## src/rtl/link_arb_pkg.sv

```systemverilog
// Shared types and sizing helpers for the link arbiter.
package link_arb_pkg;

    // Arbiter FSM states
    typedef enum logic [2:0] {
        IDLE  = 3'd0,
        REQ   = 3'd1,
        ACK   = 3'd2,
        REL   = 3'd3,
        DRAIN = 3'd4
    } arb_state_t;

    // Default sizing
    localparam int DEF_NREQ    = 4;
    localparam int DEF_DW      = 8;
    localparam int DEF_TIMEOUT = 16;
    localparam int DEF_CW      = 16;

    // Bits needed to index n items, never less than one
    function automatic int idx_width(input int n);
        return (n <= 2) ? 1 : $clog2(n);
    endfunction

endpackage

```

## src/rtl/link_arbiter_rr_pick.sv

```systemverilog
// Combinational round-robin picker: first asserted request at or after ptr.
module rr_pick
    import link_arb_pkg::*;
#(
    parameter int NREQ = DEF_NREQ
)(
    input  logic [NREQ-1:0]            req,
    input  logic [idx_width(NREQ)-1:0] ptr,
    output logic [idx_width(NREQ)-1:0] winner,
    output logic                       any_req
);

    localparam int GW = idx_width(NREQ);

    // Scan ptr, ptr+1, ... with wraparound; the first set request wins
    always_comb begin
        logic [GW:0]   sum;
        logic [GW-1:0] idx;
        winner  = ptr;
        any_req = 1'b0;
        sum     = '0;
        idx     = '0;
        for (int k = 0; k < NREQ; k++) begin
            sum = {1'b0, ptr} + (GW+1)'(k);
            if (sum >= (GW+1)'(NREQ)) begin
                sum = sum - (GW+1)'(NREQ);
            end
            idx = sum[GW-1:0];
            if (!any_req && req[idx]) begin
                winner  = idx;
                any_req = 1'b1;
            end
        end
    end

endmodule

```

## src/rtl/link_arbiter.sv

```systemverilog
// Round-robin arbiter sharing one 4-phase req/ack byte link among NREQ
// requesters, with ack timeout recovery and a completed-transfer counter.
module link_arbiter
    import link_arb_pkg::*;
#(
    parameter int NREQ    = DEF_NREQ,
    parameter int DW      = DEF_DW,
    parameter int TIMEOUT = DEF_TIMEOUT,
    parameter int CW      = DEF_CW
)(
    input  logic                       clk,
    input  logic                       rst,
    input  logic [NREQ-1:0]            req_in,
    input  logic [NREQ*DW-1:0]         data_in,
    output logic [NREQ-1:0]            ack_out,
    output logic                       req_out,
    output logic [DW-1:0]              data_out,
    input  logic                       ack_in,
    output logic [idx_width(NREQ)-1:0] grant_id,
    output logic                       busy,
    output logic                       timeout,
    output logic [CW-1:0]              xfer_cnt
);

    localparam int GW = idx_width(NREQ);
    localparam int TW = idx_width(TIMEOUT);
    localparam logic [TW-1:0] TCNT_LAST = TW'(TIMEOUT - 1);

    arb_state_t      state, state_nxt;
    logic [GW-1:0]   ptr, ptr_nxt;
    logic [GW-1:0]   winner;
    logic            any_req;
    logic [TW-1:0]   tcnt, tcnt_nxt;
    logic [DW-1:0]   win_data;
    logic [NREQ-1:0] grant_onehot;
    logic [GW-1:0]   grant_succ;
    logic            granted_req;
    logic            tcnt_expired;

    logic [NREQ-1:0] ack_out_nxt;
    logic            req_out_nxt;
    logic [DW-1:0]   data_out_nxt;
    logic [GW-1:0]   grant_id_nxt;
    logic            busy_nxt;
    logic            timeout_nxt;
    logic [CW-1:0]   xfer_cnt_nxt;

    rr_pick #(
        .NREQ (NREQ)
    ) u_pick (
        .req     (req_in),
        .ptr     (ptr),
        .winner  (winner),
        .any_req (any_req)
    );

    assign grant_onehot = NREQ'(1) << grant_id;
    assign grant_succ   = (grant_id == GW'(NREQ - 1)) ? '0 : grant_id + 1'b1;
    assign granted_req  = req_in[grant_id];
    assign tcnt_expired = (tcnt == TCNT_LAST);

    // Select the data word of the arbitration winner
    always_comb begin
        win_data = '0;
        for (int i = 0; i < NREQ; i++) begin
            if (winner == GW'(i)) begin
                win_data = data_in[i*DW +: DW];
            end
        end
    end

    // State register
    always_ff @(posedge clk) begin
        if (rst) begin
            state <= IDLE;
        end else begin
            state <= state_nxt;
        end
    end

    // Next-state logic for the 4-phase relay and timeout drain
    always_comb begin
        state_nxt = state;
        case (state)
            IDLE:    if (any_req) state_nxt = REQ;
            REQ: begin
                if (ack_in) begin
                    state_nxt = ACK;
                end else if (tcnt_expired) begin
                    state_nxt = DRAIN;
                end
            end
            ACK:     if (!granted_req) state_nxt = REL;
            REL:     if (!ack_in) state_nxt = IDLE;
            DRAIN:   if (!ack_in) state_nxt = IDLE;
            default: state_nxt = IDLE;
        endcase
    end

    // Next values of the registered outputs, pointer and wait counter
    always_comb begin
        req_out_nxt  = req_out;
        ack_out_nxt  = ack_out;
        data_out_nxt = data_out;
        grant_id_nxt = grant_id;
        busy_nxt     = busy;
        timeout_nxt  = 1'b0;
        xfer_cnt_nxt = xfer_cnt;
        ptr_nxt      = ptr;
        tcnt_nxt     = tcnt;
        case (state)
            IDLE: begin
                if (any_req) begin
                    grant_id_nxt = winner;
                    data_out_nxt = win_data;
                    req_out_nxt  = 1'b1;
                    busy_nxt     = 1'b1;
                    tcnt_nxt     = '0;
                end
            end
            REQ: begin
                if (ack_in) begin
                    ack_out_nxt = grant_onehot;
                end else if (tcnt_expired) begin
                    req_out_nxt = 1'b0;
                    timeout_nxt = 1'b1;
                end else begin
                    tcnt_nxt = tcnt + 1'b1;
                end
            end
            ACK: begin
                if (!granted_req) begin
                    req_out_nxt = 1'b0;
                end
            end
            REL: begin
                if (!ack_in) begin
                    ack_out_nxt  = '0;
                    xfer_cnt_nxt = xfer_cnt + 1'b1;
                    ptr_nxt      = grant_succ;
                    busy_nxt     = 1'b0;
                end
            end
            DRAIN: begin
                if (!ack_in) begin
                    ack_out_nxt = '0;
                    ptr_nxt     = grant_succ;
                    busy_nxt    = 1'b0;
                end
            end
            default: begin
                ack_out_nxt = '0;
            end
        endcase
    end

    // Output and datapath registers
    always_ff @(posedge clk) begin
        if (rst) begin
            req_out  <= 1'b0;
            ack_out  <= '0;
            data_out <= '0;
            grant_id <= '0;
            busy     <= 1'b0;
            timeout  <= 1'b0;
            xfer_cnt <= '0;
            ptr      <= '0;
            tcnt     <= '0;
        end else begin
            req_out  <= req_out_nxt;
            ack_out  <= ack_out_nxt;
            data_out <= data_out_nxt;
            grant_id <= grant_id_nxt;
            busy     <= busy_nxt;
            timeout  <= timeout_nxt;
            xfer_cnt <= xfer_cnt_nxt;
            ptr      <= ptr_nxt;
            tcnt     <= tcnt_nxt;
        end
    end

endmodule

```

## config.mk

```make
export PLATFORM = sky130hd
export DESIGN_NAME = link_arbiter
export DESIGN_NICKNAME = d
export VERILOG_FILES = /design/src/rtl/link_arb_pkg.sv /design/src/rtl/link_arbiter_rr_pick.sv /design/src/rtl/link_arbiter.sv
export SDC_FILE = /design/constraint.sdc
export NUM_CORES = 1
export LEC_CHECK = 0
export ABC_AREA = 1
export ABC_CLOCK_PERIOD_IN_PS = 1700
export CORE_AREA = 4 4 84 86
export CTS_CLUSTER_SIZE = 25
export DETAILED_ROUTE_END_ITERATION = 6
export DIE_AREA = 0 0 88 90
export PLACE_DENSITY_LB_ADDON = 0.12
export RECOVER_POWER = 25
export REMOVE_ABC_BUFFERS = 1
export SETUP_SLACK_MARGIN = 0.15
export SYNTH_ARGS = -nofsm -noshare
export SYNTH_HDL_FRONTEND = slang
export SYNTH_SLANG_ARGS = --single-unit
export TNS_END_PERCENT = 1
```

## constraint.sdc

```tcl
create_clock -name clk -period 1.7 [get_ports clk]
set_input_delay 0.34 -clock clk [delete_from_list [all_inputs] [get_ports clk]]
set_output_delay 0.34 -clock clk [all_outputs]
set_load 0.1 [all_outputs]
```

## Word-level counts from Yosys, hierarchy flattened

Index checks and enable logic that the tools add are counted.

- Bits in registers: 42
- Input port bits: 39
- Output and inout port bits: 33
- Word-level logic and storage cells: 120

- Add/subtract/negate cells: 10
- $lt $le $gt $ge: 9
- Eq/ne operators: 17
- Shifts and indexed selects: 1
- Muxes and demuxes: 48
- Bitwise operators: 3
- Reductions and logical operators: 22

Operators by type and width:

| operator | count |
|---|---|
| 8-bit two-way mux | 4 |
| 4-bit two-way mux | 5 |
| 2-bit two-way mux | 9 |
| 16-bit by 1-bit adder with 16-bit output (second input constant) | 1 |
| 2-bit by 3-bit less-than comparator with 1-bit output (second input constant) | 5 |
| 1-bit two-way mux | 15 |
| 3-bit two-way mux | 5 |
| 2-bit != test (second input constant) | 7 |
| 3-bit case mux with 4 select lines | 1 |
| 4-bit case mux with 3 select lines | 1 |
| 1-bit binary-select mux with 2-bit select | 5 |
| 3-bit >= comparator (second input constant) | 3 |
| 4-bit case mux with 2 select lines | 1 |
| 4-bit AND reduction | 2 |
| 2-bit by 1-bit subtractor with 2-bit output (second input constant) | 4 |
| 2-bit by 2-bit adder with 3-bit output (second input constant) | 2 |
| 2-bit equality test (second input constant) | 3 |
| 3-bit by 2-bit equality test with 1-bit output (second input constant) | 2 |
| 2-bit AND reduction | 3 |
| 3-bit AND reduction | 2 |
| 5-bit AND reduction | 1 |
| 4-bit by 1-bit adder with 4-bit output (second input constant) | 1 |
| 4-bit equality test (second input constant) | 1 |
| 2-bit nonzero test | 2 |
| other kinds (18) | 25 |

## Logic depth before layout (Yosys ltp)

Gate-level depths: netlist of run 1.

- Word-level depth: 19
- Gate-level depth with buffers: 19
- Gate-level depth less buffers: 17

## Hierarchy

A second synthesis of run 1 with hierarchy kept.

- Cells, all modules: 379
- Area, all modules: 2533.7 sq um

Modules (own cells, without submodules):

| module | times used | cells each | area each (sq um) | sequential area each (sq um) |
|---|---|---|---|---|
| link_arbiter | 1 | 315 | 2234.6 | 840.8 |
| rr_pick | 1 | 64 | 299.0 | 0.0 |

## Worst setup path before layout of run 1

No wires, ideal clock.

- Path kind: reg2reg
- From: register xfer_cnt[3]
- To: register xfer_cnt[14]
- Library setup time: 0.114 ns
- Data arrival time: 2.339 ns
- Required time: 1.586 ns
- Path slack: -0.753 ns
- Stages on the path, launching flop included: 10
- Buffers on the path: 0
- Clock period less this slack: 2.453 ns
- Cell sequence: dfxtp_1 -> inv_1 -> nor4_1 -> nand2_2 -> nor3_4 -> nand2_2 -> nor4_4 -> nand2_2 -> o21ai_1 -> nor2_1

- Word-level cells in the longest chain between the ends: 1

Ends and longest elaborated chain:

| what | line | RTL |
|---|---|---|
| from (decl) | link_arbiter.sv:22 | `output logic [CW-1:0] xfer_cnt` |
| from (signal assigned) | link_arbiter.sv:176 | `xfer_cnt <= xfer_cnt_nxt;` |
| 16-bit by 1-bit adder with 16-bit output | link_arbiter.sv:139 | `xfer_cnt_nxt = xfer_cnt + 1'b1;` |

No other way between the ends.
A chain may end at the register's enable or synchronous reset.

## Worst setup path in the final report of run 1

- From: register ptr[0]
- To: register data_out[7]

- Word-level cells in the longest chain between the ends: 19
- Elaborated cells on any way between the ends: 46
- Classes of those cells: add/sub: 7; order compare: 4; eq/ne: 3; mux: 24; reduce/logical: 8

Ends and longest elaborated chain:

| what | line | RTL |
|---|---|---|
| from (decl) | link_arbiter.sv:30 | `logic [GW-1:0] ptr, ptr_nxt;` |
| from (signal assigned) | link_arbiter.sv:177 | `ptr <= ptr_nxt;` |
| branches (longest 19 deep; another with 2-bit by 1-bit adder with 3-bit output) | -- |  |
| to (signal assigned) | link_arbiter.sv:172 | `data_out <= data_out_nxt;` |
| to (decl) | link_arbiter.sv:17 | `output logic [DW-1:0] data_out,` |

Several ways; the timed one is not identified. The select of a mux whose other input is x is not followed.

==> impl_metrics.toml, run 1 <==
[sta]
max-slew-margin-rel_pct = 61.7
post-route-period-util_pct = 118
min_clock_period_post_route_ns = 2.00
finalHoldViolations = 0
hold-worst-slack_ns = 0.467
grt_setup_unrepaired = "yes"
timing.final.ws_setup_ns = -0.298
fmax_mhz = 500
tightest_slew_ns = 0.573
largest_clock_skew_in_the_final_design_ns = 0.00827
report.final.setup_viol = 24
slew_viol_final = 0

[floorplanning]
floorplan.initialDensity_pct = 43.3
core_region_area_um2 = 6280
chipHeight_um = 90
rows = 29
die_area_um2 = 7920
ios = 72
chip_width_um = 88

[clocking]
worst_path_clk_slew_ns = 0.08
tritoncts = "done"
clock_insertion_delay_worst_skew_ns = 0.29
clock_sinks = 42
number_of_buffers_created_by_cts = 5
cts_max_level = 2
clk_path_buf_depth = 2
root_buffer = "clkbuf_8"

[power]
vdd.ir_drop.worst_v = 0.00145
total_leakage_power_nw = 2.01
power.density_nw_per_um2 = 1330

[cells_and_area]
finalNetCount = 567
nFillCells = 447
layoutNonFillerInstCount = 600
synthToLayoutAreaGrowth_pct = 69.1
area.sequential_um2 = 846
diodes = 0
fraction_of_layout_instances_using_a_drive_strength_above_1_pct = 42.4
multiInputGateArea_um2 = 1810

[setup_path]
timing.critical_path.arrival_ns = 2.17
critPathCaptureType = "flop"
startpoint_type = "flop"
required_ns = 1.87
timing.setup.critical_path_class = "reg -> reg"
worstPathMaxFanout = 8

[hold_path]
min_path_type = "reg -> reg"

[yosys]
async_flop_share_pct = 0
synthMostInstantiatedCell = "nand2_1"
post_synthesis_sequential_area_ratio_pct = 30.9
synth.ff_latch_count = 42
ys_top_cells_by_count = "nand2_1, inv_1, dfxtp_1"
yosysTopAreaCellShare_pct = 30.9
synth_area_leaders = "dfxtp_1, nand2_1, inv_1"
post-synth-top-area-cell = "dfxtp_1"
avgSynthCellArea_um2 = 7.21
syn-cell-area_um2 = 2720
netlist_instances = 377
post_synth_num_cell_types = 42
yosys_warnings = 0
synth_top_flop_cell = "dfxtp_1"
synth_enable_flop_cells = 0

[global_route]
grt.overflow.total = 0
grt_util_all_layers_pct = 19.4
initial_antenna_violation_count = 0
first_pass_grt_wire_length_um = 12600
grt_max_degree = 25
first_global_vias = 2862

[placed_design]
placement.io_buffers = 71
finalWeightedCongestion = 0.853
place_inst = 571
pre_cts_slack_ns = -0.720
hpwl_um = 5760

[drt]
vias_per_cell = 4.98
drtPass1Iterations = 4
drc = 0
drtAntennaViolNets = 0
detail_route.iter0.violations = 105
route.detailed.wl_per_inst_um = 13.2
routed_wirelength_um = 7900
dr_total_vias = 2989

[status]
failing_checks = "negative setup slack"
status = "complete, but fails checks"

[flow_run]
cap_viol_max_count = 0
flip-flops by register name, summed over array words and instances, names as in the netlist:
signal	flops
ack_out	4
busy	1
data_out	8
grant_id	2
ptr	2
req_out	1
state	3
tcnt	4
timeout	1
xfer_cnt	16
through the flow:
| step | TNS, ns | power, W | util (%) | cell area [um^2] |
|---|---|---|---|---|
| 4_1_cts | -3.71 | 0.00610 | 72.8 | 4570 |
| 3_5_place_dp | -13.91 | 0.00494 | 67.1 | 4210 |
| 5_1_grt | -7.95 | 0.00650 | 73.2 | 4600 |
| 2_1_floorplan | -10.51 | 0.00343 | - | 2620 |
| 3_3_place_gp | -12.21 | 0.00486 | 67.1 | 4210 |
| 6_report | -4.45 | 0.00613 | 73.2 | 4600 |
where the power goes:
group	internal, W	total, W	switching, W
sequential	0.00114	0.00129	0.000152
combinational	0.00174	0.00416	0.00242
clock	0.000327	0.000675	0.000348
total	0.00321	0.00613	0.00292
metal layers:
metal	global-route usage (%)	up-vias	part of all wire, %
met4	5.63	0	1.6
li1	-	1512	-
met2	33.2	64	51
met3	4.30	15	4.1
met5	0	-	0
met1	23.8	1398	43
critical path: stages (launching register included):
cell	delay [ns]
dfxtp_2	0.34
buf_12	0.14
inv_12	0.05
nand2_4	0.06
nand2_4	0.06
nand2_4	0.07
nand2_4	0.07
nor2_4	0.14
nand4_1	0.20
buf_4	0.20
nand2_2	0.14
nand4_1	0.12
nand3_1	0.10
nand2_1	0.06
nand2_2	0.06
a21oi_2	0.05
final timing paths:
check	startpoint	end	slack [ns]	cells past startpoint
hold reg to reg	ack_out[3]	ack_out[3]	0.47	2
setup reg to reg	ptr[0]	data_out[7]	-0.30	15
hold / removal	ack_out[3]	ack_out[3]	0.47	2
setup / recovery	ptr[0]	data_out[7]	-0.30	15
cells by family (layout without fill, tap and decap cells):
kind of cell             Yosys count  after routing  synth area share (%)
AND/OR/NAND/NOR                  184            186                  37.4
buffers and inverters             71            215                  12.4
AO/OA/AOI/OAI                     72             72                  15.8
flip-flops                        42             42                  30.9
XOR/XNOR                           2              2                 0.645
adder cells (fa/ha/maj)            6              6                  2.76
final cells by class:
class	instances	share of cell area (%)
clock buffer	6	1.80
clock inverter	2	0.272
inverter	59	5.36
multi-input combinational	266	39.4
sequential	42	18.4
tap	77	2.10
timing repair buffer	148	32.7
cells in the final DEF (no fill, tap or decap), types with 7 or more instances in the layout:
cell type,n
a21oi_1,24
a21oi_2,10
buf_12,26
buf_4,72
clkbuf_2,11
clkdlybuf4s50_1,33
dfxtp_1,38
inv_1,54
nand2_1,49
nand2_2,26
nand2_4,20
nand3_1,25
nand4_1,10
nor2_1,18
o21ai_0,15
o21ai_1,7
o21ai_2,10
what timing repair did:
item | CTS | global route
pin swaps | 19 | 20
gates resized for setup | 43 | 35
buffers inserted | 12 | 7
endpoints found under the setup margin | 31 | 29
hold buffers | 0 | 0
gates cloned | 0 | 2
Power figures use the tool's default switching activity.
==> run 2, diff against run 1 <==
--- a/config.mk
+++ b/config.mk
@@ -15,5 +15,5 @@
 export RECOVER_POWER = 25
 export REMOVE_ABC_BUFFERS = 1
-export SETUP_SLACK_MARGIN = 0.15
+export SETUP_SLACK_MARGIN = 0.05
 export SYNTH_ARGS = -nofsm -noshare
 export SYNTH_HDL_FRONTEND = slang
==> constraint.sdc (replaced) <==
create_clock -name clk -period 1.7 [get_ports clk]
set_input_delay 0.17 -clock clk [delete_from_list [all_inputs] [get_ports clk]]
set_output_delay 0.17 -clock clk [all_outputs]
set_load 0.1 [all_outputs]
==> impl_metrics.toml, run 2 (synthesized netlist as in run 1, its figures left out) <==
[status]
status = "complete, but fails checks"
failing_checks = "negative setup slack"

[power]
power.switching_w = 0.00286
p_seq_share_pct = 21.7
power.density_nw_per_um2 = 1310
total_leakage_power_nw = 1.94
clock_power_share_pct = 11.9
internal_power_w = 0.00295
vdd.ir_drop.worst_v = 0.00154
comb_power_share_pct = 66.4
p_sw_share_pct = 49.2

[placed_design]
hpwl_um = 5600
finalWeightedCongestion = 0.867
pre_cts_slack_ns = -0.531
placement.io_buffers = 71

[clocking]
clock_insertion_delay_worst_skew_ns = 0.29
clock_sinks = 42
clk_path_buf_depth = 2
number_of_buffers_created_by_cts = 5
worst_path_clk_slew_ns = 0.08
cts_hold_buf = 0
tritoncts = "done"
cts_max_level = 2
root_buffer = "clkbuf_8"

[setup_path]
critPathCaptureType = "flop"
reg2reg_setup_slack_ns = -0.30
endpoint = "data_out[1]"
ff2ff_path_depth = 15
timing.setup.critical_path_class = "reg -> reg"
crit-reg2reg-launch = "ptr[0]"
startpoint_type = "flop"
r2r_end = "data_out[1]"
cp-startpoint = "ptr[0]"
timing.critical_path.arrival_ns = 2.17
worstPathMaxFanout = 8
required_ns = 1.87

[floorplanning]
rows = 29
die_area_um2 = 7920
ios = 72
chipHeight_um = 90
floorplan.initialDensity_pct = 43.3
core_region_area_um2 = 6280
chip_width_um = 88

[sta]
slew_viol_final = 0
finalHoldViolations = 0
grt_setup_unrepaired = "yes"
largest_clock_skew_in_the_final_design_ns = 0.00501
min_clock_period_post_route_ns = 2.00
post-route-period-util_pct = 118
hold-worst-slack_ns = 0.472
tightest_slew_ns = 0.579
report.final.setup_viol = 20
timing.final.ws_setup_ns = -0.299
finalSetupTns_ns = -3.83
max-slew-margin-rel_pct = 61.4
fmax_mhz = 500

[flow_run]
cap_viol_max_count = 0

[cells_and_area]
largest_reg_flops = 16
synthToLayoutAreaGrowth_pct = 63.0
finalNetCount = 555
most_frequent_cells_in_the_layout = "buf_4, inv_1, nand2_1, dfxtp_1, clkdlybuf4s50_1"
nFillCells = 512
mostFrequentLayoutCell = "buf_4"
diodes = 0
layout.core_utilization_pct = 70.6
max_flop_register = "xfer_cnt"
fraction_of_layout_instances_using_a_drive_strength_above_1_pct = 41.3
largestRegisters = "xfer_cnt: 16 flops, data_out: 8 flops"

[drt]
routed_wirelength_um = 7680
route.detailed.wl_per_inst_um = 13.1
dr_total_vias = 2923
drtAntennaViolNets = 0
drc = 0
vias_per_cell = 4.97
detail_route.iter0.violations = 86
drtPass1Iterations = 7

[global_route]
grt.overflow.total = 0
initial_antenna_violation_count = 0
grt_util_all_layers_pct = 18.3
grt_max_degree = 25
first_global_vias = 2845
first_pass_grt_wire_length_um = 12100

[hold_path]
min_path_type = "reg -> reg"
## run 2: worst min-delay path by stage
| stage | startpoint | to | slack [ns] | cells past startpoint |
|---|---|---|---|---|
| 6_report | data_out[3] | data_out[3] | 0.47 | 2 |
| 5_1_grt | data_out[6] | data_out[6] | 0.50 | 2 |
| 4_1_cts | data_out[7] | data_out[7] | 0.48 | 2 |
| 3_5_place_dp | data_out[7] | data_out[7] | 0.47 | 2 |
| 3_3_place_gp | data_out[7] | data_out[7] | 0.47 | 2 |
| 2_1_floorplan | rst | data_out[1] | 0.23 | 1 |
## run 2: power groups by stage
stage | logic, W | registers, W | clock network (W)
after detailed placement | 0.00345 | 0.00130 | 0
after global placement | 0.00339 | 0.00130 | 0
after global routing | 0.00416 | 0.00128 | 0.000732
final | 0.00386 | 0.00126 | 0.000690
after CTS | 0.00365 | 0.00128 | 0.000694
after floorplan | 0.00138 | 0.00205 | 0
## run 2: repair_timing
| action | CTS | global route |
|---|---|---|
| resized for setup | 20 | 65 |
| cloned | 0 | 2 |
| endpoints found under the setup margin | 25 | 30 |
| buffers inserted | 2 | 8 |
| pin swaps | 5 | 32 |
## run 2: metal layers
| metal | share of wire (%) | up-vias | GRT usage, % |
|---|---|---|---|
| met3 | 4.8 | 9 | 3.38 |
| met2 | 51 | 70 | 31.7 |
| met4 | 0.91 | 0 | 4.09 |
| li1 | - | 1490 | - |
| met1 | 43 | 1354 | 23.2 |
| met5 | 0 | - | 0 |
## run 2: cell type report
cell class	count	area [um^2]	area share (%)
Clock inverter	2	12.5	0.282
Inverter	59	248	5.59
Tap cell	77	96.3	2.17
Sequential cell	42	846	19.1
Multi-Input combinational cell	266	1830	41.4
Clock buffer	6	82.6	1.86
Timing Repair Buffer	136	1310	29.6
## run 2: critical path, stage by stage, from the launching register on
cell and delay [ns]:
dfxtp_2 0.35, buf_12 0.14, inv_16 0.05, nand2_2 0.06, nand2_2 0.07, nand2_2 0.08, nand2_4 0.07, nor2_4 0.13
nand4_1 0.21, nand2_4 0.18, inv_4 0.07, buf_4 0.15, o21ai_2 0.11, nand3_1 0.09, nand2_1 0.08, a21oi_2 0.05
## run 2: stage by stage
| step | total power, W | instances | area (um^2) |
|---|---|---|---|
| after detailed placement | 0.00475 | 568 | 4050 |
| after CTS | 0.00562 | 578 | 4240 |
| after global routing | 0.00617 | 588 | 4430 |
| after floorplan | 0.00343 | 365 | 2620 |
| after global placement | 0.00469 | 568 | 4050 |
| final | 0.00581 | 588 | 4430 |
==> run 3, diff against run 2 <==
Settings changed: ABC_AREA 1 to default, CORE_AREA 4 4 84 86 to 4 4 78 80, DIE_AREA 0 0 88 90 to 0 0 82 84.
==> impl_metrics.toml, run 3 <==
[drt]
highest-signal-layer = "met4"
vias_per_cell = 5.04
met2_length_um = 2680
routed_wirelength_um = 5630
route.detailed.wl_per_inst_um = 13.3
drc = 0
drtPass1Iterations = 4
detail_route.iter0.violations = 43
route.met3.wl_um = 381
met1Wirelength_um = 2510
drtAntennaViolNets = 0
dr_total_vias = 2125

[cells_and_area]
most_frequent_cells_in_the_layout = "buf_4, dfxtp_1, clkdlybuf4s50_1, nor2_1"
synthToLayoutAreaGrowth_pct = 56.1
largest_reg_flops = 16
max_flop_register = "xfer_cnt"
fraction_of_layout_instances_using_a_drive_strength_above_1_pct = 29.7
finalInstanceArea_um2 = 3470
diodes = 0
nFillCells = 474
largestRegisters = "xfer_cnt: 16 flops, data_out: 8 flops"
multiInputGateArea_um2 = 1340
area.sequential_um2 = 846
finalNetCount = 394
mostFrequentLayoutCell = "buf_4"
layout.core_utilization_pct = 64.2

[setup_path]
worstPathMaxFanout = 8
cp_slowest_cell = "or3b_4"
timing.setup.critical_path_class = "reg -> reg"
critPathCaptureType = "flop"
crit_path_max_incr_delay_ns = 0.43
startpoint_type = "flop"
required_ns = 1.91
timing.critical_path.arrival_ns = 1.84
path_cells = "or3b_4 > nor3b_4 > buf_4 > a41oi_1 > a311oi_2"

[placed_design]
placement.io_buffers = 71
detailed_place.area_um2 = 3350
hpwl_um = 4250
finalWeightedCongestion = 0.823
pre_cts_slack_ns = -0.350

[sta]
finalHoldViolations = 0
fmax_mhz = 614
report.final.setup_viol = 0
min_clock_period_post_route_ns = 1.63
hold-worst-slack_ns = 0.483
timing.final.ws_setup_ns = 0.0713
post-route-period-util_pct = 95.8
tightest_slew_ns = 0.560
largest_clock_skew_in_the_final_design_ns = 0.00487
grt_setup_unrepaired = "yes"
max-slew-margin-rel_pct = 62.8
slew_viol_final = 0
finalSetupTns_ns = 0

[floorplanning]
chipHeight_um = 84
core_region_area_um2 = 5410
floorplan.initialDensity_pct = 41.1
chip_width_um = 82
die_area_um2 = 6890
ios = 72
rows = 27

[global_route]
grt_util_all_layers_pct = 17.0
first_global_vias = 2078
grt_max_degree = 24
first_pass_grt_wire_length_um = 9290
grt.overflow.total = 0
initial_antenna_violation_count = 0

[power]
power.density_nw_per_um2 = 809
total_leakage_power_nw = 1.40
vdd.ir_drop.worst_v = 0.000582

[yosys]
async_flop_share_pct = 0
synth_area_leaders = "dfxtp_1, mux2i_1, nor2_1"
post-synth-top-area-cell = "dfxtp_1"
yosysTopAreaCellShare_pct = 37.8
yosys_warnings = 0
ys_top_cells_by_count = "dfxtp_1, nor2_1, mux2i_1"
synth.ff_latch_count = 42
post_synthesis_sequential_area_ratio_pct = 37.8
synth_enable_flop_cells = 0
synthMostInstantiatedCell = "dfxtp_1"
avgSynthCellArea_um2 = 9.04
post_synth_num_cell_types = 46
netlist_instances = 246
synth_top_flop_cell = "dfxtp_1"
syn-cell-area_um2 = 2220

[clocking]
tritoncts = "done"
root_buffer = "clkbuf_8"
cts_hold_buf = 0
cts_max_level = 2
worst_path_clk_slew_ns = 0.08
clock_sinks = 42
clk_path_buf_depth = 2
number_of_buffers_created_by_cts = 5
clock_insertion_delay_worst_skew_ns = 0.29

[hold_path]
min_path_type = "reg -> reg"

[flow_run]
cap_viol_max_count = 0

[status]
status = "finished clean"
## run 3: cell families (layout without fill, tap and decap cells)
kind of cell	after synthesis	after routing	share of synthesized area (%)
buffers and inverters	20	124	4.67
adders and majority gates	6	6	3.38
xor gates and xnor gates	15	15	5.91
muxes	22	22	10.5
AOI/OAI and AO/OA	38	38	12.5
and+or+nand+nor	103	103	25.3
DFF	42	42	37.8
## run 3: final timing paths
check | startpoint | to | slack [ns] | cells past startpoint
worst max-delay path | state[2] | tcnt[3] | 0.07 | 5
worst max register to register | state[2] | tcnt[3] | 0.07 | 5
worst min register to register | busy | busy | 0.48 | 2
worst min-delay path | busy | busy | 0.48 | 2
## run 3: critical path, delay by kind of cell, from the launching register on
kind | cells | cell delay, ns
AO/OA/AOI/OAI | 2 | 0.38
buffers and inverters | 1 | 0.15
flip-flops | 1 | 0.40
AND/OR/NAND/NOR | 2 | 0.62
## run 3: per-layer routing
| layer | vias up | GRT usage, % |
|---|---|---|
| li1 | 1088 | - |
| met1 | 978 | 20.7 |
| met2 | 51 | 28.1 |
| met3 | 8 | 6.05 |
| met4 | 0 | 3.93 |
| met5 | - | 0 |
## run 3: power breakdown
group / internal (W) / switching [W] / leakage, nW
Clock: 0.000432 / 0.000335 / 0.0579
Sequential: 0.00104 / 0.0000435 / 0.343
Combinational: 0.000363 / 0.000593 / 0.995
Total: 0.00184 / 0.000971 / 1.40
## run 3: through the flow
| stage | total power, W | cells |
|---|---|---|
| 3_5_place_dp | 0.00204 | 409 |
| 2_1_floorplan | 0.00168 | 232 |
| 3_3_place_gp | 0.00203 | 409 |
| 6_report | 0.00281 | 422 |
| 5_1_grt | 0.00293 | 422 |
| 4_1_cts | 0.00283 | 420 |
## run 3: cell type report
cell class	instances	area share, %
well taps	72	2.60
flip-flops and latches	42	24.4
multi-input cells	184	38.6
repair buffers	110	30.6
clock inverters	3	1.15
inverters	6	0.649
clock buffers	5	1.98
## run 3: timing repair
| action | in CTS | in global routing |
|---|---|---|
| gates resized for setup | 6 | 15 |
| buffers inserted | 2 | 1 |
| gates cloned | 1 | 1 |
| pin swaps | 1 | 3 |
| endpoints found under the setup margin | 10 | 21 |
